`src/rtl/mvu_pe_acc.sv`:
```
// Per-PE accumulator behind the SIMD adder tree: sums SF signed partial sums per
// output and presents the dot product on a one-deep registered valid/ready output.
module mvu_pe_acc #(
   parameter int TI = 16,
   parameter int TO = 24,
   parameter int SF = 4
) (
   input  logic          aclk,
   input  logic          aresetn,
   input  logic [TI-1:0] in_add,
   input  logic          in_v,
   output logic          in_rdy,
   output logic [TO-1:0] out_acc,
   output logic          out_v,
   input  logic          out_rdy
);

   // a 1-bit counter is kept for SF == 1 so the compare below still elaborates
   localparam int CW = (SF > 1) ? $clog2(SF) : 1;
   localparam logic [CW-1:0] CNT_LAST = CW'(SF - 1);

   logic [CW-1:0] cnt;
   logic [TO-1:0] acc;
   logic [TO-1:0] ext;
   logic [TO-1:0] sum;
   logic          accept;
   logic          last;

   generate
      if (TO > TI) begin : g_sext
         assign ext = {{(TO - TI){in_add[TI-1]}}, in_add};
      end else begin : g_noext
         assign ext = in_add;
      end
   endgenerate

   assign in_rdy = !out_v || out_rdy;
   assign accept = in_v && in_rdy;
   assign last   = (cnt == CNT_LAST);
   // acc is cleared on every last beat, so with SF == 1 it is always zero here
   assign sum    = acc + ext;

   always_ff @(posedge aclk or negedge aresetn) begin
      if (!aresetn) begin
         cnt <= '0;
         acc <= '0;
      end else if (accept) begin
         if (last) begin
            cnt <= '0;
            acc <= '0;
         end else begin
            cnt <= cnt + CW'(1);
            acc <= sum;
         end
      end
   end

   always_ff @(posedge aclk or negedge aresetn) begin
      if (!aresetn) begin
         out_acc <= '0;
         out_v   <= 1'b0;
      end else if (accept && last) begin
         out_acc <= sum;
         out_v   <= 1'b1;
      end else if (out_v && out_rdy) begin
         out_v   <= 1'b0;
      end
   end

endmodule
```
`config.mk`:
```
export PLATFORM = sky130hd
export DESIGN_NAME = mvu_pe_acc
export DESIGN_NICKNAME = d
export VERILOG_FILES = /design/src/rtl/mvu_pe_acc.sv
export SDC_FILE = /design/constraint.sdc
export NUM_CORES = 1
export LEC_CHECK = 0
export CAP_MARGIN = 20
export CORE_MARGIN = 2
export CORE_UTILIZATION = 59
export DETAILED_ROUTE_END_ITERATION = 10
export HOLD_SLACK_MARGIN = 0.05
export MAX_ROUTING_LAYER = met4
export PLACE_DENSITY = 0.86
export SYNTH_ARGS = -nofsm -noshare
export SYNTH_HDL_FRONTEND = slang
export SYNTH_SLANG_ARGS = --single-unit
```
`constraint.sdc`:
```
create_clock -name aclk -period 3.63 [get_ports aclk]
set_input_delay 1.089 -clock aclk [delete_from_list [all_inputs] [get_ports aclk]]
set_output_delay 1.089 -clock aclk [all_outputs]
set_load 0.03 [all_outputs]
```
==> results of run 1 <==
==> layer usage <==
layer	routed length [um]	share of wire (%)
met3	297	4.1
met5	0	0
met2	3540	49
met4	173	2.4
met1	3290	45
==> worst paths after layout <==
| check | cells after the start | slack [ps] | from | to |
|---|---|---|---|---|
| hold / removal | 2 | 480 | out_acc[17]$_DFFE_PN0P_ | out_acc[17]$_DFFE_PN0P_ |
| hold reg to reg | 2 | 480 | out_acc[17]$_DFFE_PN0P_ | out_acc[17]$_DFFE_PN0P_ |
| min in group asynchronous | 1 | 810 | aresetn | acc[2]$_DFFE_PN0P_ |
| setup / recovery | 10 | 80 | in_add[1] | out_acc[23]$_DFFE_PN0P_ |
| max in group asynchronous | 2 | 2070 | aresetn | out_acc[18]$_DFFE_PN0P_ |
| setup reg to reg | 10 | 920 | acc[0]$_DFFE_PN0P_ | out_acc[23]$_DFFE_PN0P_ |
==> tightest hold or removal path: cells and delay by family, from the launching register on <==
family | cells | cell delay, ps
simple gates | 2 | 100
flops | 1 | 350
==> sequential cells by signal, summed over array words and instances (netlist names) <==
register / count
out_v: 1
out_acc: 24
cnt: 2
acc: 24
==> stage by stage <==
step	setup slack [ps]	setup TNS (ps)
detailed placement	-189	-1180
floorplan	417	0
CTS	124	0
global route	10.8	0
global placement	-133	-587
finish	82.6	0
==> Yosys cell counts (all sizes together) <==
master	instances	area share (%)
a211o	1	0.29
a21bo	1	0.33
a21o	9	2.2
a21oi	19	3.1
a22o	10	2.9
a2bb2oi	1	0.49
a31o	1	0.29
a31oi	4	1.3
and2	3	0.69
and3	4	0.98
buf	4	0.53
clkbuf	6	0.73
dfrtp	51	42
fa	1	0.65
ha	24	9.8
inv	7	0.86
mux2	11	4.2
mux2i	3	0.98
nand2	47	5.8
nand2b	3	0.61
nand3	6	0.98
nand4	3	0.61
nor2	9	1.1
nor2b	1	0.20
nor3	3	0.49
nor4	1	0.20
nor4b	1	0.29
nor4bb	1	0.33
o211a	1	0.33
o211ai	2	0.82
o21a	1	0.24
o21ai	28	4.6
o21bai	4	0.98
o311ai	3	0.86
o31a	1	0.57
o31ai	4	0.98
o41a	1	0.69
o41ai	1	0.53
or2	1	0.20
xnor2	13	3.7
xnor3	1	0.73
xor2	8	2.3
==> where the power goes <==
part | switching, mW | internal (mW) | total (mW)
Clock | 0.187 | 0.150 | 0.337
Sequential | 0.159 | 0.842 | 1.00
Combinational | 1.29 | 1.12 | 2.41
==> cell families (layout without fill, tap and decap cells) <==
family,after synthesis,after routing
AOI/OAI and AO/OA,92,92
xor gates and xnor gates,22,22
adders and majority gates,25,25
buffers and inverters,17,93
DFF,51,51
muxes,14,14
and+or+nand+nor,83,83
==> final cells by class <==
class,count,area share [%]
timing repair buffer,79,18.0
multi-input combinational,236,44.2
clock buffer,6,2.12
sequential,51,32.7
tap,70,2.24
clock inverter,1,0.128
inverter,7,0.673
==> flow_summary.yaml, run 1 <==
power:
  p_leak_nw: 1.88
  total_power_mw: 3.75
  peakVddDrop_mv: 0.530
  p_per_area_nw_per_um2: 962
sta:
  worst_pin_slew_ps: 914
  finalClockSkew_ps: 4.31
  fin_crit_sh_pct: 97.7
  timing.fmax_ghz: 0.282
  setup_viol: 0
  fin_hold_ws_ps: 483
  slew_viol_final: 0
  hold_viol: 0
  relSlewSlack_pct: 38.8
  rsz0062_at_grt: "no"
  finalCriticalPeriod_ps: 3550
finish:
  syn2layout_area_growth_pct: 27.3
  multi_input_area_um2: 1720
  final_cells: 450
  nets: 425
  final_common_cell: "dfrtp_1"
  fillerInstances: 369
  ff_latch_area_um2: 1280
  fin_util_pct: 76.9
  finalInstanceArea_um2: 3900
  drive_gt1_share_pct: 16.6
  n_antenna_cell: 0
  final_cell_mix: "dfrtp_1, nand2_1, clkdlybuf4s50_1, buf_4, o21ai_0"
placement:
  gp_congestion: 0.908
  hpwl_mm: 5.41
  post_dp_cell_area_um2: 3810
  dp_cells: 443
  port_buffers: 45
routing:
  wl_mm: 7.31
  routedWlPerCell_um: 16.2
  routed_via_density: 5.73
  drtPass1Iterations: 4
  ant_nets: 0
  drt_iter0_markers: 95
  vias: 2578
  drc: 0
cts:
  cts_setup_buffers: 0
  h-tree-depth: 2
  cts_tree: "built"
  cts_resized: 0
  cts_buffers: 5
  clkLatencyLatePin_ps: 310
  path_clk_slew_ps: 90
  clock-sinks: 51
  ctsHoldBuffers: 0
  cts-root-buf: "clkbuf_8"
  clk_path_buf_depth: 2
logic_synthesis:
  yosys.area_share.simple_pct: 12.4
  syn_avg_cell_area_um2: 10.1
  synth_area_um2: 3070
  ys_types: 50
  synth_mux_area_share_pct: 5.14
  synthCells: 304
  synth_nets: 349
  synthXorXnorAreaFrac_pct: 6.73
  synth_top_family_by_area: "compound AO/OA/AOI/OAI gates"
  ys_seq_area_share_pct: 41.6
  synthAdderAreaFrac_pct: 10.4
  synth-seq-cells: 51
  yosys_warnings: 0
  synth_compound_area_share_pct: 21.5
setup_path:
  crit_required_ps: 3830
  critPathBufInv: 1
  worstPathCellList: "clkdlybuf4s50_1, ha_1, a21o_1, o21ai_1, o211ai_2, o41a_4, a31oi_4, o31a_4, xnor3_1, mux2_2"
  max_stage_delay_ps: 480
  cpLargestDelayFamily: "compound AO/OA/AOI/OAI gates"
  slowest_stage: "clkdlybuf4s50_1"
  path_class: "in -> reg"
  cp-start-kind: "input pin"
  cp_max_fo: 3
  critPathArrivalTime_ps: 3750
  end_kind: "register"
global_routing:
  grt_antenna_before_repair: 0
  use_met3_pct: 3.79
  grt-ovfl-total: 0
  use_met1_pct: 34.3
  met2_usage_pct: 46.3
  grt_max_degree: 32
  grt_pass1_vias: 2664
  grtUsageTotal_pct: 27.8
  grt_pass1_wl_mm: 12.5
  top_usage_layer: "met2"
floorplanning:
  die_height_um: 76.1
  core_area_um2: 5070
  start_util_pct: 60.4
  rows: 26
  die-area_um2: 5790
  die_x_um: 76.1
  ios: 46
worst_hold_path:
  hold_class: "reg -> reg"
run:
  maxCapViolations: 0
status:
  status: "complete, no violations"
Note: power is estimated with default switching activity, not from simulation.
==> run 2, diff against run 1 <==
--- a/config.mk
+++ b/config.mk
@@ -7,11 +7,11 @@
 export LEC_CHECK = 0
 export CAP_MARGIN = 20
 export CORE_MARGIN = 2
-export CORE_UTILIZATION = 59
+export CORE_UTILIZATION = 54
 export DETAILED_ROUTE_END_ITERATION = 10
 export HOLD_SLACK_MARGIN = 0.05
 export MAX_ROUTING_LAYER = met4
-export PLACE_DENSITY = 0.86
+export PLACE_DENSITY = 0.8
 export SYNTH_ARGS = -nofsm -noshare
 export SYNTH_HDL_FRONTEND = slang
 export SYNTH_SLANG_ARGS = --single-unit
==> constraint.sdc (replaced) <==
create_clock -name aclk -period 3.35 [get_ports aclk]
set_input_delay 1.005 -clock aclk [delete_from_list [all_inputs] [get_ports aclk]]
set_output_delay 1.005 -clock aclk [all_outputs]
set_load 0.03 [all_outputs]
==> run 2 against run 1 <==
Against the previous run: cell count increased by 4.0%; critical path depth rose by 1; global-route usage decreased by 2.0 points; critical path type unchanged; worst setup slack got worse by 86 ps; highest routed layer unchanged; sequential cell count unchanged; largest cell class unchanged; the flow now finishes with violations (negative setup slack); worst hold slack gained 6.0 ps.
==> flow_summary.yaml, run 2 (same netlist as run 1, synthesis figures left out) <==
run:
  maxCapViolations: 0
floorplanning:
  core_area_um2: 5510
  ios: 46
  start_util_pct: 55.7
  rows: 27
  die_x_um: 79.3
  die_height_um: 79.3
  die-area_um2: 6300
cts:
  path_clk_slew_ps: 90
  clk_path_buf_depth: 2
  clkLatencyLatePin_ps: 310
  cts-root-buf: "clkbuf_8"
  ctsHoldBuffers: 0
  clock-sinks: 51
  cts_buffers: 5
  h-tree-depth: 2
  cts_tree: "built"
power:
  p_clk_share_pct: 10.5
  p_leak_nw: 1.99
  p_switching_mw: 1.86
  swShare_pct: 43.0
  pwr-share-seq_pct: 25.3
  peakVddDrop_mv: 0.547
  p_per_area_nw_per_um2: 1050
  p_int_mw: 2.46
  pwr-share-comb_pct: 64.2
placement:
  gp_congestion: 0.867
  port_buffers: 45
  hpwl_mm: 5.55
  dp_slack_ps: -315
worst_hold_path:
  hold_path_end: "out_acc[4]$_DFFE_PN0P_"
  hold_class: "reg -> reg"
  whs_path_depth: 2
  hold_path_startpoint: "out_acc[4]$_DFFE_PN0P_"
finish:
  syn2layout_area_growth_pct: 33.7
  final_common_cell: "dfrtp_1"
  final_cell_mix: "dfrtp_1, buf_4, nand2_1, clkdlybuf4s50_1, o21ai_0"
  nets: 440
  top_regs: "acc (24), out_acc (24), cnt (2)"
  n_antenna_cell: 0
  fillerInstances: 391
  drive_gt1_share_pct: 22.0
sta:
  setup_ws_ps: -3.75
  slew_viol_final: 0
  timing.fmax_ghz: 0.298
  fin_hold_ws_ps: 489
  hold_viol: 0
  finalCriticalPeriod_ps: 3350
  finalClockSkew_ps: 7.41
  fin_crit_sh_pct: 100
  worst_pin_slew_ps: 975
  relSlewSlack_pct: 34.7
  setup_viol: 1
routing:
  routed_via_density: 5.68
  drt_iter0_markers: 111
  drc: 0
  wl_mm: 7.73
  ant_nets: 0
  vias: 2656
  drtPass1Iterations: 4
  routedWlPerCell_um: 16.5
status:
  violations: "negative setup slack"
  status: "finished, violations left"
setup_path:
  critPathBufInv: 1
  critPathArrivalTime_ps: 3540
  reg2reg_depth: 10
  cp_max_fo: 3
  end_kind: "register"
  worstPathCellList: "clkdlybuf4s50_1, ha_2, fa_2, a21o_1, a21oi_1, o21a_1, o211ai_2, nand2_2, o311ai_1, xor2_1, mux2_2"
  r2r-start: "acc[0]$_DFFE_PN0P_"
  crit_required_ps: 3540
  regToRegSetupSlack_ps: 790
  cp-start-kind: "input pin"
  cpLargestDelayFamily: "compound AO/OA/AOI/OAI gates"
  rr_endpoint: "out_acc[18]$_DFFE_PN0P_"
  slowest_stage: "clkdlybuf4s50_1"
  path_class: "in -> reg"
  max_stage_delay_ps: 460
global_routing:
  grt-ovfl-total: 0
  grt_pass1_wl_mm: 12.4
  grt_antenna_before_repair: 0
  grt_max_degree: 52
  grtUsageTotal_pct: 25.8
  grt_pass1_vias: 2642
-- run 2: cell count changes in the layout (fill, tap and decap cells not counted), sizes merged --
| cell | previous run | this run |
|---|---|---|
| bufinv | 0 | 1 |
| buf | 35 | 50 |
-- run 2: worst max path at each step --
stage                     startpoint                       to  slack (ps)  cells past startpoint
after floorplan            in_add[0]  out_acc[20]$_DFFE_PN0P_         220                     10
after CTS                  in_add[0]  out_acc[20]$_DFFE_PN0P_          -9                     11
final                      in_add[0]  out_acc[18]$_DFFE_PN0P_          -4                     11
after global placement     in_add[0]  out_acc[20]$_DFFE_PN0P_        -290                     11
after detailed placement   in_add[1]  out_acc[20]$_DFFE_PN0P_        -310                     11
after global routing       in_add[0]  out_acc[18]$_DFFE_PN0P_         -90                     11
-- run 2: layout make-up --
cell class	instances	area, um^2	area share [%]
flip-flops and latches	51	1280	31.1
clock inverters	2	35.0	0.855
inverters	7	26.3	0.641
clock buffers	6	82.6	2.01
repair buffers	94	813	19.8
well taps	72	90.1	2.20
multi-input cells	236	1780	43.3
-- run 2: power groups by stage --
stage | Clock, mW | Combinational (mW) | Sequential [mW]
2_1_floorplan | 0 | 1.42 | 1.34
3_3_place_gp | 0 | 2.61 | 1.08
3_5_place_dp | 0 | 2.68 | 1.10
4_1_cts | 0.457 | 2.70 | 1.09
5_1_grt | 0.476 | 3.02 | 1.13
6_report | 0.454 | 2.77 | 1.09
-- run 2: tightest hold or removal path: cells and delay by family (launching register included) --
kind            cells  cell delay [ps]
simple gates        1               40
compound gates      1               60
flops               1              350
-- run 2: per-stage QoR --
stage | utilization (%) | instance area (um^2) | total power [mW] | setup TNS (ps) | instances
4_1_cts | 73.5 | 4050 | 4.25 | -9.40 | 468
3_5_place_dp | 71.4 | 3930 | 3.78 | -4860 | 460
3_3_place_gp | 71.4 | 3930 | 3.69 | -3520 | 460
5_1_grt | 74.4 | 4100 | 4.62 | -217 | 468
2_1_floorplan | - | 3070 | 2.77 | 0 | 304
6_report | 74.4 | 4100 | 4.32 | -3.75 | 468
-- run 2: per-layer routing --
metal	wire length, um	track usage (%)
met3	340	4.32
met2	3660	42.2
met5	0	-
met1	3510	32.7
met4	218	8.79
-- run 2: what timing repair did --
action                                  CTS  global route
setup buffers                             0             0
gates resized for setup                   0            10
pin swaps                                 0             6
gates cloned                              0             0
endpoints found under the setup margin    1            14
